### src/rtl/pf_io_dly_ctrl.sv
// Dynamic delay-line sequencer for PF_IO lanes: turns one-at-a-time tap requests into
// correctly spaced LOAD / MOVE / DIRECTION pulses and keeps a tap-count shadow per lane.
module pf_io_dly_ctrl #(
  parameter int  LANES    = 4,
  parameter int  TAP_W    = 7,
  parameter int  MAX_TAP  = 127,
  parameter int  LOAD_TAP = 1,
  parameter int  SETTLE   = 4,
  localparam int LANE_W   = (LANES > 1) ? $clog2(LANES) : 1
) (
  input  logic              CLK,
  input  logic              ARST_N,
  input  logic              REQ_VALID,
  output logic              REQ_READY,
  input  logic [LANE_W-1:0] REQ_LANE,
  input  logic [1:0]        REQ_OP,
  input  logic [TAP_W-1:0]  REQ_ARG,
  output logic              DONE,
  output logic [1:0]        STATUS,
  output logic [TAP_W-1:0]  TAP_VALUE,
  output logic [LANES-1:0]  TAP_KNOWN,
  output logic [LANES-1:0]  DELAY_LINE_LOAD,
  output logic [LANES-1:0]  DELAY_LINE_MOVE,
  output logic [LANES-1:0]  DELAY_LINE_DIRECTION,
  input  logic [LANES-1:0]  DELAY_LINE_OUT_OF_RANGE
);

  localparam int SET_W = $clog2(SETTLE + 1);

  localparam logic [1:0] OP_LOAD   = 2'b00;
  localparam logic [1:0] OP_INC    = 2'b01;
  localparam logic [1:0] OP_DEC    = 2'b10;
  localparam logic [1:0] OP_SET    = 2'b11;
  localparam logic [1:0] STS_OK    = 2'b00;
  localparam logic [1:0] STS_CLAMP = 2'b01;
  localparam logic [1:0] STS_OOR   = 2'b10;
  localparam logic [1:0] STS_UNK   = 2'b11;

  localparam logic [TAP_W-1:0] MAX_T    = TAP_W'(MAX_TAP);
  localparam logic [TAP_W-1:0] LOAD_T   = TAP_W'(LOAD_TAP);
  localparam logic [TAP_W-1:0] ONE_T    = TAP_W'(1);
  localparam logic [SET_W-1:0] SETTLE_C = SET_W'(SETTLE);
  localparam logic [SET_W-1:0] ONE_C    = SET_W'(1);

  typedef enum logic [2:0] {
    ST_IDLE   = 3'd0,
    ST_SETUP  = 3'd1,
    ST_LOAD   = 3'd2,
    ST_MOVE   = 3'd3,
    ST_SETTLE = 3'd4,
    ST_FIN    = 3'd5
  } state_e;

  state_e             state_q;
  logic               ready_q;
  logic               done_q;
  logic [1:0]         status_q;
  logic [1:0]         fin_status_q;
  logic [TAP_W-1:0]   tap_val_q;
  logic [LANES-1:0]   known_q;
  logic [LANES-1:0]   load_q;
  logic [LANES-1:0]   move_q;
  logic [LANES-1:0]   dir_q;
  logic [LANE_W-1:0]  lane_q;
  logic [1:0]         op_q;
  logic [TAP_W-1:0]   arg_q;
  logic [TAP_W-1:0]   rem_q;
  logic [SET_W-1:0]   cnt_q;
  logic               clamp_q;
  logic [TAP_W-1:0]   shadow_q [LANES];

  logic [TAP_W-1:0]   cur_tap_s;
  logic [TAP_W-1:0]   step_tap_s;
  logic               step_ok_s;
  logic               oor_s;
  logic               set_clamp_s;
  logic [TAP_W-1:0]   set_tgt_s;
  logic               set_up_s;
  logic [TAP_W-1:0]   set_dist_s;
  logic               fin_now_s;
  logic [1:0]         fin_status_s;

  // Step legality, SET target geometry and the single completion decision.
  always_comb begin
    cur_tap_s   = shadow_q[lane_q];
    oor_s       = DELAY_LINE_OUT_OF_RANGE[lane_q];
    if (dir_q[lane_q]) begin
      step_ok_s  = (cur_tap_s != MAX_T);
      step_tap_s = cur_tap_s + ONE_T;
    end else begin
      step_ok_s  = (cur_tap_s != '0);
      step_tap_s = cur_tap_s - ONE_T;
    end
    set_clamp_s = ({1'b0, arg_q} > {1'b0, MAX_T});
    set_tgt_s   = set_clamp_s ? MAX_T : arg_q;
    set_up_s    = (set_tgt_s > LOAD_T);
    set_dist_s  = set_up_s ? (set_tgt_s - LOAD_T) : (LOAD_T - set_tgt_s);

    fin_now_s    = 1'b0;
    fin_status_s = fin_status_q;
    if (state_q == ST_FIN) begin
      fin_now_s = 1'b1;
    end else if ((state_q == ST_MOVE) || ((state_q == ST_SETTLE) && (cnt_q == '0))) begin
      // OOR outranks a pending clamp; a blocked step ends the op with the remainder dropped.
      if ((state_q == ST_SETTLE) && oor_s) begin
        fin_now_s    = 1'b1;
        fin_status_s = STS_OOR;
      end else if ((rem_q != '0) && step_ok_s) begin
        fin_now_s    = 1'b0;
      end else begin
        fin_now_s    = 1'b1;
        fin_status_s = ((rem_q != '0) || clamp_q) ? STS_CLAMP : STS_OK;
      end
    end else begin
      fin_now_s = 1'b0;
    end
  end

  // Sequencer FSM with registered handshake, pulse and shadow state.
  always_ff @(posedge CLK or negedge ARST_N) begin
    if (!ARST_N) begin
      state_q      <= ST_IDLE;
      ready_q      <= 1'b1;
      done_q       <= 1'b0;
      status_q     <= STS_OK;
      fin_status_q <= STS_OK;
      tap_val_q    <= '0;
      known_q      <= '0;
      load_q       <= '0;
      move_q       <= '0;
      dir_q        <= '0;
      lane_q       <= '0;
      op_q         <= OP_LOAD;
      arg_q        <= '0;
      rem_q        <= '0;
      cnt_q        <= '0;
      clamp_q      <= 1'b0;
      for (int i = 0; i < LANES; i++) shadow_q[i] <= LOAD_T;
    end else begin
      load_q <= '0;
      move_q <= '0;
      done_q <= 1'b0;
      if (fin_now_s) begin
        ready_q   <= 1'b1;
        done_q    <= 1'b1;
        status_q  <= fin_status_s;
        tap_val_q <= cur_tap_s;
        dir_q     <= '0;
        state_q   <= ST_IDLE;
        if (fin_status_s == STS_OOR) known_q[lane_q] <= 1'b0;
      end else begin
        case (state_q)
          ST_IDLE: begin
            if (REQ_VALID) begin
              lane_q  <= REQ_LANE;
              op_q    <= REQ_OP;
              arg_q   <= REQ_ARG;
              clamp_q <= 1'b0;
              ready_q <= 1'b0;
              state_q <= ST_SETUP;
            end
          end
          ST_SETUP: begin
            case (op_q)
              OP_LOAD: begin
                rem_q   <= '0;
                state_q <= ST_LOAD;
              end
              OP_SET: begin
                dir_q[lane_q] <= set_up_s;
                rem_q         <= set_dist_s;
                clamp_q       <= set_clamp_s;
                state_q       <= ST_LOAD;
              end
              default: begin
                dir_q[lane_q] <= (op_q == OP_INC);
                rem_q         <= arg_q;
                if (!known_q[lane_q]) begin
                  fin_status_q <= STS_UNK;
                  state_q      <= ST_FIN;
                end else if (arg_q == '0) begin
                  fin_status_q <= STS_OK;
                  state_q      <= ST_FIN;
                end else begin
                  state_q      <= ST_MOVE;
                end
              end
            endcase
          end
          ST_LOAD: begin
            load_q[lane_q]   <= 1'b1;
            shadow_q[lane_q] <= LOAD_T;
            known_q[lane_q]  <= 1'b1;
            cnt_q            <= SETTLE_C;
            state_q          <= ST_SETTLE;
          end
          ST_MOVE, ST_SETTLE: begin
            if ((state_q == ST_SETTLE) && (cnt_q != '0)) begin
              cnt_q <= cnt_q - ONE_C;
            end else begin
              move_q[lane_q]   <= 1'b1;
              shadow_q[lane_q] <= step_tap_s;
              rem_q            <= rem_q - ONE_T;
              cnt_q            <= SETTLE_C;
              state_q          <= ST_SETTLE;
            end
          end
          default: state_q <= ST_IDLE;
        endcase
      end
    end
  end

  assign REQ_READY            = ready_q;
  assign DONE                 = done_q;
  assign STATUS               = status_q;
  assign TAP_VALUE            = tap_val_q;
  assign TAP_KNOWN            = known_q;
  assign DELAY_LINE_LOAD      = load_q;
  assign DELAY_LINE_MOVE      = move_q;
  assign DELAY_LINE_DIRECTION = dir_q;

endmodule

### config.mk
export PLATFORM = sky130hd
export DESIGN_NAME = pf_io_dly_ctrl
export DESIGN_NICKNAME = d
export VERILOG_FILES = /design/src/rtl/pf_io_dly_ctrl.sv
export SDC_FILE = /design/constraint.sdc
export NUM_CORES = 1
export LEC_CHECK = 0
export ABC_CLOCK_PERIOD_IN_PS = 2600
export CAP_MARGIN = 25
export CORE_MARGIN = 2
export CORE_UTILIZATION = 51
export DETAILED_ROUTE_END_ITERATION = 16
export PLACE_DENSITY_LB_ADDON = 0.3
export RECOVER_POWER = 100
export SLEW_MARGIN = 5
export SYNTH_ARGS = -nofsm -noshare
export SYNTH_HDL_FRONTEND = slang
export SYNTH_SLANG_ARGS = --single-unit
### constraint.sdc
create_clock -name CLK -period 2.6 [get_ports CLK]
set_input_delay 0.52 -clock CLK [delete_from_list [all_inputs] [get_ports CLK]]
set_output_delay 0.52 -clock CLK [all_outputs]
set_load 0.005 [all_outputs]
==> impl_metrics.json, run 1 <==
{
  "ys_seq_elements": 80,
  "violations": "setup timing",
  "syn-instance-count": 388,
  "grt_max_degree": 48,
  "endpoint": "shadow_q[2]",
  "htree_levels": 3,
  "fin_setup_tns_ns": -3.03,
  "reg2reg_from": "lane_q[0]",
  "vias_per_cell": 6.08,
  "final_core_util": 0.705,
  "vdd_ir_drop_max_uv": 708,
  "p_total_uw": 8320,
  "firstDrtPassIters": 5,
  "drive_gt1_frac": 0.331,
  "hold_violations": 0,
  "fin_ws_ns": -0.134,
  "io_pins": 45,
  "maxSlewHeadroom": 0.190,
  "synth_top_cells_by_area": "dfrtp_1 44%, mux2_2 7.6%, ha_1 4.7%, o21ai_0 3.7%, mux4_2 3.1%",
  "ys_types": 62,
  "antenna_found_initial": 0,
  "synth_top_cell_by_area": "dfrtp_1",
  "grt_pass1_vias": 3503,
  "grt_setup_unrepaired": "true",
  "synth_edf_count": 0,
  "root_buffer": "clkbuf_8",
  "hp-class": "input port to async pin",
  "synthesis.nets": 423,
  "gp_congestion": 0.900,
  "critPathLaunchType": "flop",
  "drtIter0Drc": 432,
  "worst_ep_arrival_time_ns": 2.97,
  "io_buffers": 44,
  "dp_hpwl_mm": 7.78,
  "path_class": "flop to flop",
  "status": "finished with violations",
  "grt_pass1_wl_mm": 18.1,
  "clk_latency_ns": 0.35,
  "setup.worst_path.start": "lane_q[0]",
  "synth_area_um2": 4300,
  "final_cell_mix": "74 x dfrtp_1, 49 x buf_4, 43 x clkdlybuf4s50_1",
  "cts_hold_buf": 0,
  "clk_pin_slew_worst_paths_ns": 0.09,
  "synth_flop_cell": "dfrtp_1",
  "start_util": 0.526,
  "skew_ns": 0.0131,
  "setup_viol": 40,
  "max-cap-violations": 0,
  "die_y_um": 95.8,
  "total_leakage_power_uw": 0.00262,
  "die_w_um": 95.8,
  "slew_viol_final": 0,
  "core-area_um2": 8180,
  "vias": 3666,
  "dpl_cell_area_um2": 5180,
  "nNetsFinal": 528,
  "worstPathRequired_ns": 2.84,
  "track_usage": 0.260,
  "std_cell_rows": 33,
  "synth_top_area_share": 0.437,
  "synthToLayoutAreaGrowth_pct": 34.1,
  "cts_buffers": 9,
  "period_minus_slack_ns": 2.73,
  "cts_buffer_depth": 2,
  "cts_sinks": 80,
  "r2r_cells": 10,
  "r2r_setup_slack_ns": -0.13,
  "ant_nets": 0,
  "finalInstanceArea_um2": 5760,
  "worst_pin_slew_ns": 1.21,
  "max_freq_mhz": 366,
  "n_antenna_cell": 0,
  "wl_mm": 12.2,
  "powerDensity_nw_per_um2": 1440,
  "fin_crit_sh": 1.05,
  "ys_warn_count": 0,
  "cp_max_fo": 7,
  "layout_commonest_cell": "dfrtp_1",
  "syn_area_per_cell_um2": 11.1,
  "r2r-end": "shadow_q[2]",
  "die_area_um2": 9180,
  "cts_tree": "built",
  "grt-ovfl-total": 0,
  "drc_errors": 0,
  "hold_ws_ns": 0.405,
  "drt-wirelength-per-cell_um": 20.3,
  "end_kind": "flop",
  "ys_seq_area_frac": 0.467,
  "synth-async-reset-ratio": 1.00
}
==> synthesized netlist by cell type (2+ instances only) <==
cell and count:
nand2b_1 4, or2_2 3, xor2_1 3, nor3_1 8, nand3_1 6, nor2_1 35, o21ai_0 32, buf_6 3
mux2i_1 4, dfstp_2 5, mux4_2 6, or3_1 2, a21o_1 5, a22o_1 12, and3_1 3, a32o_1 4
inv_1 16, nor2b_1 7, a21boi_0 2, nor3b_1 5, o22ai_1 2, nand2_1 23, o21ai_1 2, xnor2_1 3
nand2_2 3, clkbuf_1 9, nor4_1 4, mux2_2 29, ha_1 16, dfrtp_1 75, o31ai_1 5, a31oi_1 2
mux4_1 4, buf_2 3, a21oi_1 16
==> metal layers <==
metal | wire length, um | global-route usage | up-vias
li1 | - | - | 1624
met3 | 769 | 0.0681 | 24
met5 | 0 | 0 | -
met2 | 5740 | 0.386 | 173
met1 | 5520 | 0.377 | 1845
met4 | 200 | 0.0738 | 0
==> state kept, by name, summed over array words and instances, names as in the netlist, 3 cells and up, named ones only <==
signal / flops
shadow_q: 28
TAP_VALUE: 7
arg_q: 7
rem_q: 7
DELAY_LINE_DIRECTION: 4
DELAY_LINE_LOAD: 4
DELAY_LINE_MOVE: 4
cnt_q: 3
state_q: 3
==> per-stage QoR <==
stage / instances / setup WS, ns
3_5_place_dp: 572 / -0.255
2_1_floorplan: 388 / 0.00900
4_1_cts: 592 / -0.0429
5_1_grt: 603 / -0.189
6_report: 603 / -0.134
3_3_place_gp: 572 / -0.158
==> worst max-delay path, cell delays in order, from the launching register on <==
cell     delay (ns)
dfrtp_2        0.43
buf_6          0.14
buf_6          0.09
mux4_2         0.55
buf_4          0.17
nor4_2         0.29
nand2_2        0.16
nand3_4        0.16
o21ai_4        0.13
nand3_4        0.17
mux2_4         0.33
==> kinds of logic (layout without fill, tap and decap cells) <==
logic type	count (synthesis)	count (layout)	synth area share
xor gates and xnor gates	6	6	0.0122
AOI/OAI and AO/OA	97	98	0.155
buffers and inverters	33	142	0.0375
and+or+nand+nor	112	112	0.135
adders and majority gates	17	17	0.0512
DFF	80	80	0.467
muxes	43	43	0.141
==> power breakdown <==
part	switching, uW	internal, uW	total (uW)
Clock	477	543	1020
Combinational	2670	2530	5200
Sequential	397	1710	2110
Total	3540	4780	8320
==> cell type report <==
type                    instances  area, um2
inverters                      17       63.8
flip-flops and latches         80       2010
well taps                     105        131
clock buffers                  11        131
repair buffers                109        985
multi-input cells             276       2360
fillers                       574       2410
clock inverters                 5       81.3
==> timing repair <==
action / 4_1_cts / 5_1_grt
resized for setup: 25 / 55
setup buffers: 3 / 11
cloned: 1 / 1
pin swaps: 8 / 23
setup endpoints to repair: 49 / 44
==> how the worst min path moves through the flow <==
stage	startpoint	end	slack, ns	depth (start not counted)
6_report	ARST_N	op_q[0]	0.40	1
3_3_place_gp	shadow_q[17]	shadow_q[17]	0.47	1
3_5_place_dp	shadow_q[17]	shadow_q[17]	0.48	1
4_1_cts	ARST_N	op_q[0]	0.20	1
2_1_floorplan	ARST_N	DELAY_LINE_DIRECTION[0]	0.22	0
5_1_grt	ARST_N	op_q[0]	0.51	1
Note: power is estimated with default switching activity, not from simulation.
==> run 2, diff against run 1 <==
- ABC_CLOCK_PERIOD_IN_PS: 2600 -> 2500
- CORE_MARGIN: 2 -> not set
- CORE_UTILIZATION: 51 -> 57
- DONT_BUFFER_PORTS: not set -> 1
- clock period: 2.6 -> 2.5 ns (I/O delays scaled with it)
==> run 2 against run 1 <==
  * Sequential cell count stayed put
  * Total power increased by 5.1%
  * Critical endpoint is now shadow_q[15]
  * The flow finishes with violations (capacitance limit, slew limit, setup timing)
  * Largest power group unchanged
  * Register-to-register slack got worse by 0.06 ns
  * Cell area is 4.4% lower
  * Global-route usage up 6.9 points
==> impl_metrics.json, run 2 (synthesized netlist as in run 1, its figures left out) <==
{
  "status": "finished with violations",
  "violations": "capacitance limit, slew limit, setup timing",
  "root_buffer": "clkbuf_8",
  "htree_levels": 3,
  "path_class": "flop to flop",
  "max-cap-violations": 1,
  "skew_ns": 0.0127,
  "fin_crit_sh": 1.08,
  "vias_per_cell": 6.36,
  "grt-busiest-layer": "met2",
  "worst_pin_slew_ns": 2.01,
  "largest_reg_flops": 28,
  "firstDrtPassIters": 5,
  "hold_ws_ns": 0.246,
  "drt-wirelength-per-cell_um": 21.3,
  "p_total_uw": 8750,
  "maxSlewHeadroom": -0.338,
  "hold_violations": 0,
  "std_cell_rows": 31,
  "grt_pass1_vias": 3620,
  "antenna_found_initial": 0,
  "cts_sinks": 80,
  "track_usage": 0.329,
  "grt_max_degree": 81,
  "dp_slack_ns": -0.197,
  "drtIter0Drc": 243,
  "max_freq_mhz": 371,
  "io_buffers": 0,
  "cts_buffer_depth": 2,
  "nFillCells": 458,
  "fin_setup_tns_ns": -5.74,
  "layout_commonest_cell": "dfrtp_1",
  "powerDensity_nw_per_um2": 1590,
  "gp_congestion": 0.926,
  "regMostFlops": "shadow_q",
  "grt_pass1_wl_mm": 18.8,
  "drive_gt1_frac": 0.378,
  "nNetsFinal": 496,
  "die_w_um": 88.8,
  "cts_buffers": 9,
  "final_cell_mix": "73 x dfrtp_1, 47 x buf_4, 33 x nor2_1",
  "multi_input_area_um2": 2400,
  "fin_ws_ns": -0.194,
  "start_util": 0.593,
  "wl_mm": 12.0,
  "clk_pin_slew_worst_paths_ns": 0.09,
  "total_leakage_power_uw": 0.00250,
  "setup_viol": 46,
  "vdd_ir_drop_max_uv": 761,
  "hp-class": "input port to flop",
  "clk_latency_ns": 0.37,
  "cp_max_fo": 5,
  "grtUsageMet2": 0.488,
  "die_y_um": 88.8,
  "grt_setup_unrepaired": "true",
  "grtUsageMet3": 0.0979,
  "ant_nets": 0,
  "n_antenna_cell": 0,
  "synthToLayoutAreaGrowth_pct": 28.1,
  "period_minus_slack_ns": 2.69,
  "drc_errors": 0,
  "end_kind": "flop",
  "grt-ovfl-total": 0,
  "core-area_um2": 7250,
  "cts_tree": "built",
  "layout.area.seq_um2": 2010,
  "slew_viol_final": 81,
  "io_pins": 45,
  "vias": 3588,
  "worst_ep_arrival_time_ns": 2.94,
  "met1_usage": 0.433,
  "dp_hpwl_mm": 7.22,
  "critPathLaunchType": "flop",
  "worstPathRequired_ns": 2.75,
  "final_core_util": 0.759,
  "die_area_um2": 7890
}
run 2: changes by cell type in the layout (fill, tap and decap cells not counted), moves of 3 or more:
| cell | delta |
|---|---|
| buf_6 | +8 |
| clkbuf_1 | +4 |
| nand2_4 | -3 |
| clkdlybuf4s50_1 | -43 |
| nand2_8 | +3 |
run 2: worst paths after layout:
kind                            cells past startpoint  startpoint  slack (ns)            to
worst max register to register                     10   lane_q[0]       -0.19  shadow_q[15]
worst min register to register                      1    cnt_q[0]        0.49      cnt_q[0]
worst min-delay path                                2  REQ_ARG[2]        0.25      arg_q[2]
worst max-delay path                               10   lane_q[0]       -0.19  shadow_q[15]
max in group asynchronous                           1      ARST_N        0.46     lane_q[1]
min in group asynchronous                           1      ARST_N        0.66      arg_q[6]
run 2: layout make-up:
class | count | share of cell area
flip-flops and latches | 80 | 0.365
inverters | 17 | 0.0120
clock inverters | 5 | 0.0189
well taps | 99 | 0.0225
clock buffers | 10 | 0.0250
repair buffers | 78 | 0.121
multi-input cells | 275 | 0.435
run 2: timing repair:
item | 4_1_cts | 5_1_grt
hold buffers | 1 | 0
buffers inserted | 16 | 5
endpoints found under the setup margin | 56 | 57
gates resized for setup | 66 | 29
pin swaps | 17 | 20
hold endpoints to repair | 80 | 0
gates cloned | 1 | 0
run 2: power breakdown:
| part | internal, uW | switching (uW) | total [uW] |
|---|---|---|---|
| combinational | 2600 | 2740 | 5330 |
| sequential | 1780 | 453 | 2230 |
| clock | 687 | 493 | 1180 |
run 2: worst max-delay path: stages (launching register included):
cell     delay [ns]
dfrtp_2        0.46
buf_12         0.16
mux4_2         0.41
buf_6          0.14
nand2_2        0.04
or4_4          0.55
nand3_4        0.17
o21ai_4        0.08
buf_8          0.17
nand2_8        0.10
mux2_4         0.30
run 2: metrics by stage:
step | instances | instance area (um2)
4_1_cts | 560 | 5460
3_3_place_gp | 527 | 4780
5_1_grt | 564 | 5510
3_5_place_dp | 527 | 4780
6_report | 564 | 5510
2_1_floorplan | 388 | 4310
run 2: metal layers:
layer,vias up,share of wire
li1,1557,-
met1,1795,0.41
met2,194,0.46
met3,42,0.093
met4,0,0.032
met5,-,0
==> run 3, diff against run 2 <==
- GPL_ROUTABILITY_DRIVEN: not set -> 0
- GPL_TIMING_DRIVEN: not set -> 0
==> run 3 against run 2 <==
  * The flow still finishes with violations (capacitance limit, slew limit, setup timing)
  * Via count shrank 3.2%
  * Clock skew shrank 0.0036 ns
  * Utilization shrank 1.5 points
  * Cell count shrank 3.4%
  * Hold slack lost 0.0023 ns
  * Cell area shrank 2.0%
  * Highest routed layer unchanged
==> impl_metrics.json, run 3 (synthesized netlist as in run 1, its figures left out) <==
{
  "io_buffers": 0,
  "grt_pass1_wl_mm": 17.7,
  "drive_gt1_frac": 0.363,
  "cts_buffer_depth": 2,
  "period_minus_slack_ns": 2.70,
  "fin_ws_ns": -0.197,
  "cts_sinks": 80,
  "track_usage": 0.310,
  "max-cap-violations": 1,
  "skew_ns": 0.00911,
  "die_w_um": 88.8,
  "p_switching_uw": 3830,
  "drc_errors": 0,
  "seqPwrFrac": 0.253,
  "grt_max_degree": 81,
  "largest_reg_flops": 28,
  "die_y_um": 88.8,
  "crit_buf_inv": 2,
  "ant_nets": 0,
  "dp_hpwl_mm": 6.53,
  "start_util": 0.593,
  "p_int_uw": 4790,
  "antenna_found_initial": 0,
  "fin_crit_sh": 1.08,
  "regMostFlops": "shadow_q",
  "r2r_setup_slack_ns": -0.20,
  "layout_commonest_cell": "dfrtp_1",
  "cts_tree": "built",
  "worst_pin_slew_ns": 2.00,
  "setup_viol": 51,
  "max_freq_mhz": 371,
  "sw_frac_of_total": 0.445,
  "cp_common_cell": "buf_8",
  "core-area_um2": 7250,
  "hp-class": "input port to flop",
  "worstPathRequired_ns": 2.77,
  "final_cell_mix": "74 x dfrtp_1, 31 x nor2_1, 24 x o21ai_0",
  "n_antenna_cell": 0,
  "end_kind": "flop",
  "critPathLaunchType": "flop",
  "grt-ovfl-total": 0,
  "r2r-end": "shadow_q[15]",
  "status": "finished with violations",
  "io_pins": 45,
  "whs_path_depth": 2,
  "hold_violations": 0,
  "combPwrFrac": 0.615,
  "firstDrtPassIters": 5,
  "fin_cells": 545,
  "die_area_um2": 7890,
  "grt_setup_unrepaired": "true",
  "grt_pass1_vias": 3429,
  "htree_levels": 3,
  "root_buffer": "clkbuf_8",
  "total_leakage_power_uw": 0.00240,
  "p_total_uw": 8620,
  "clk_pin_slew_worst_paths_ns": 0.09,
  "place_inst": 487,
  "path_delay_family": "simple AND/OR/NAND/NOR gates",
  "slowest_stage": "or4_4",
  "powerDensity_nw_per_um2": 1600,
  "r2r_cells": 9,
  "dp_slack_ns": -0.296,
  "slew_viol_final": 81,
  "worstHoldStart": "REQ_OP[1]",
  "reg2reg_from": "lane_q[0]",
  "synthToLayoutAreaGrowth_pct": 25.5,
  "std_cell_rows": 31,
  "path_class": "flop to flop",
  "maxSlewHeadroom": -0.330,
  "violations": "capacitance limit, slew limit, setup timing",
  "cts_buffers": 9,
  "fin_setup_tns_ns": -5.82,
  "cp_max_fo": 6,
  "final_core_util": 0.744,
  "clkPwrFrac": 0.132,
  "vias": 3474,
  "vias_per_cell": 6.37,
  "drt-wirelength-per-cell_um": 21.9,
  "worst_path_largest_cell_delay_ns": 0.56,
  "nNetsFinal": 476,
  "vdd_ir_drop_max_uv": 832,
  "worst_ep_arrival_time_ns": 2.96,
  "crit_chain": "buf_8 > mux4_2 > nand4_1 > or4_4 > nand3_4 > o21ai_4 > buf_8 > nand2_8 > mux2_4",
  "min_to": "op_q[1]",
  "cp_num_cells": 9,
  "wl_mm": 11.9,
  "clk_latency_ns": 0.37,
  "drtIter0Drc": 400
}
[run 3: changes by cell type in the layout (fill, tap and decap cells not counted), sizes merged]
cell | before | now
buf | 70 | 47
inv | 18 | 22
clkbuf | 18 | 20
bufinv | 3 | 2
clkinv | 1 | 0
[run 3: worst max-delay path by stage]
stage | endpoint | from | slack [ns]
2_1_floorplan | shadow_q[12] | lane_q[0] | 0.004
3_3_place_gp | shadow_q[13] | lane_q[0] | -0.21
3_5_place_dp | shadow_q[13] | lane_q[1] | -0.30
4_1_cts | shadow_q[15] | lane_q[0] | -0.09
5_1_grt | shadow_q[5] | lane_q[0] | -0.25
6_report | shadow_q[15] | lane_q[0] | -0.20
[run 3: layer usage]
metal	routed length, um	up-vias	track usage	part of all wire
met5	0	-	0	0
met1	5080	1755	0.434	0.43
met3	879	26	0.0765	0.074
met2	5750	169	0.455	0.48
met4	208	0	0.147	0.017
li1	-	1524	-	-
[run 3: layout make-up]
| type | instances | area, um2 |
|---|---|---|
| multi-input cells | 275 | 2440 |
| flip-flops and latches | 80 | 2010 |
| fillers | 454 | 1860 |
| repair buffers | 42 | 418 |
| clock buffers | 9 | 124 |
| well taps | 99 | 124 |
| clock inverters | 7 | 106 |
| plain buffers | 16 | 105 |
| inverters | 17 | 66.3 |
[run 3: power by group through the flow]
stage / clock, uW / combinational [uW] / sequential [uW]
floorplan: 0 / 2750 / 2030
global placement: 0 / 3330 / 2110
detailed placement: 0 / 3420 / 2140
CTS: 1140 / 4670 / 2140
global route: 1180 / 5630 / 2230
finish: 1140 / 5310 / 2180
[run 3: metrics by stage]
step                      hold WS [ns]  instance area [um2]
after global routing             0.272                 5400
after floorplan                  0.204                 4310
after global placement           0.208                 4430
after CTS                       0.0430                 5230
final                            0.244                 5400
after detailed placement         0.207                 4430
[run 3: what timing repair did]
item / 4_1_cts / 5_1_grt
hold buffers: 1 / 0
setup endpoints to repair: 54 / 60
gates resized for setup: 76 / 31
cloned: 4 / 0
pin swaps: 32 / 17
buffers inserted: 26 / 11
endpoints found under the hold margin: 80 / 0
[run 3: worst register-to-register path: stages, from the launching register on]
cell     delay (ns)
dfrtp_2        0.45
buf_8          0.16
mux4_2         0.45
nand4_1        0.15
or4_4          0.56
nand3_4        0.15
o21ai_4        0.08
buf_8          0.18
nand2_8        0.11
mux2_4         0.32
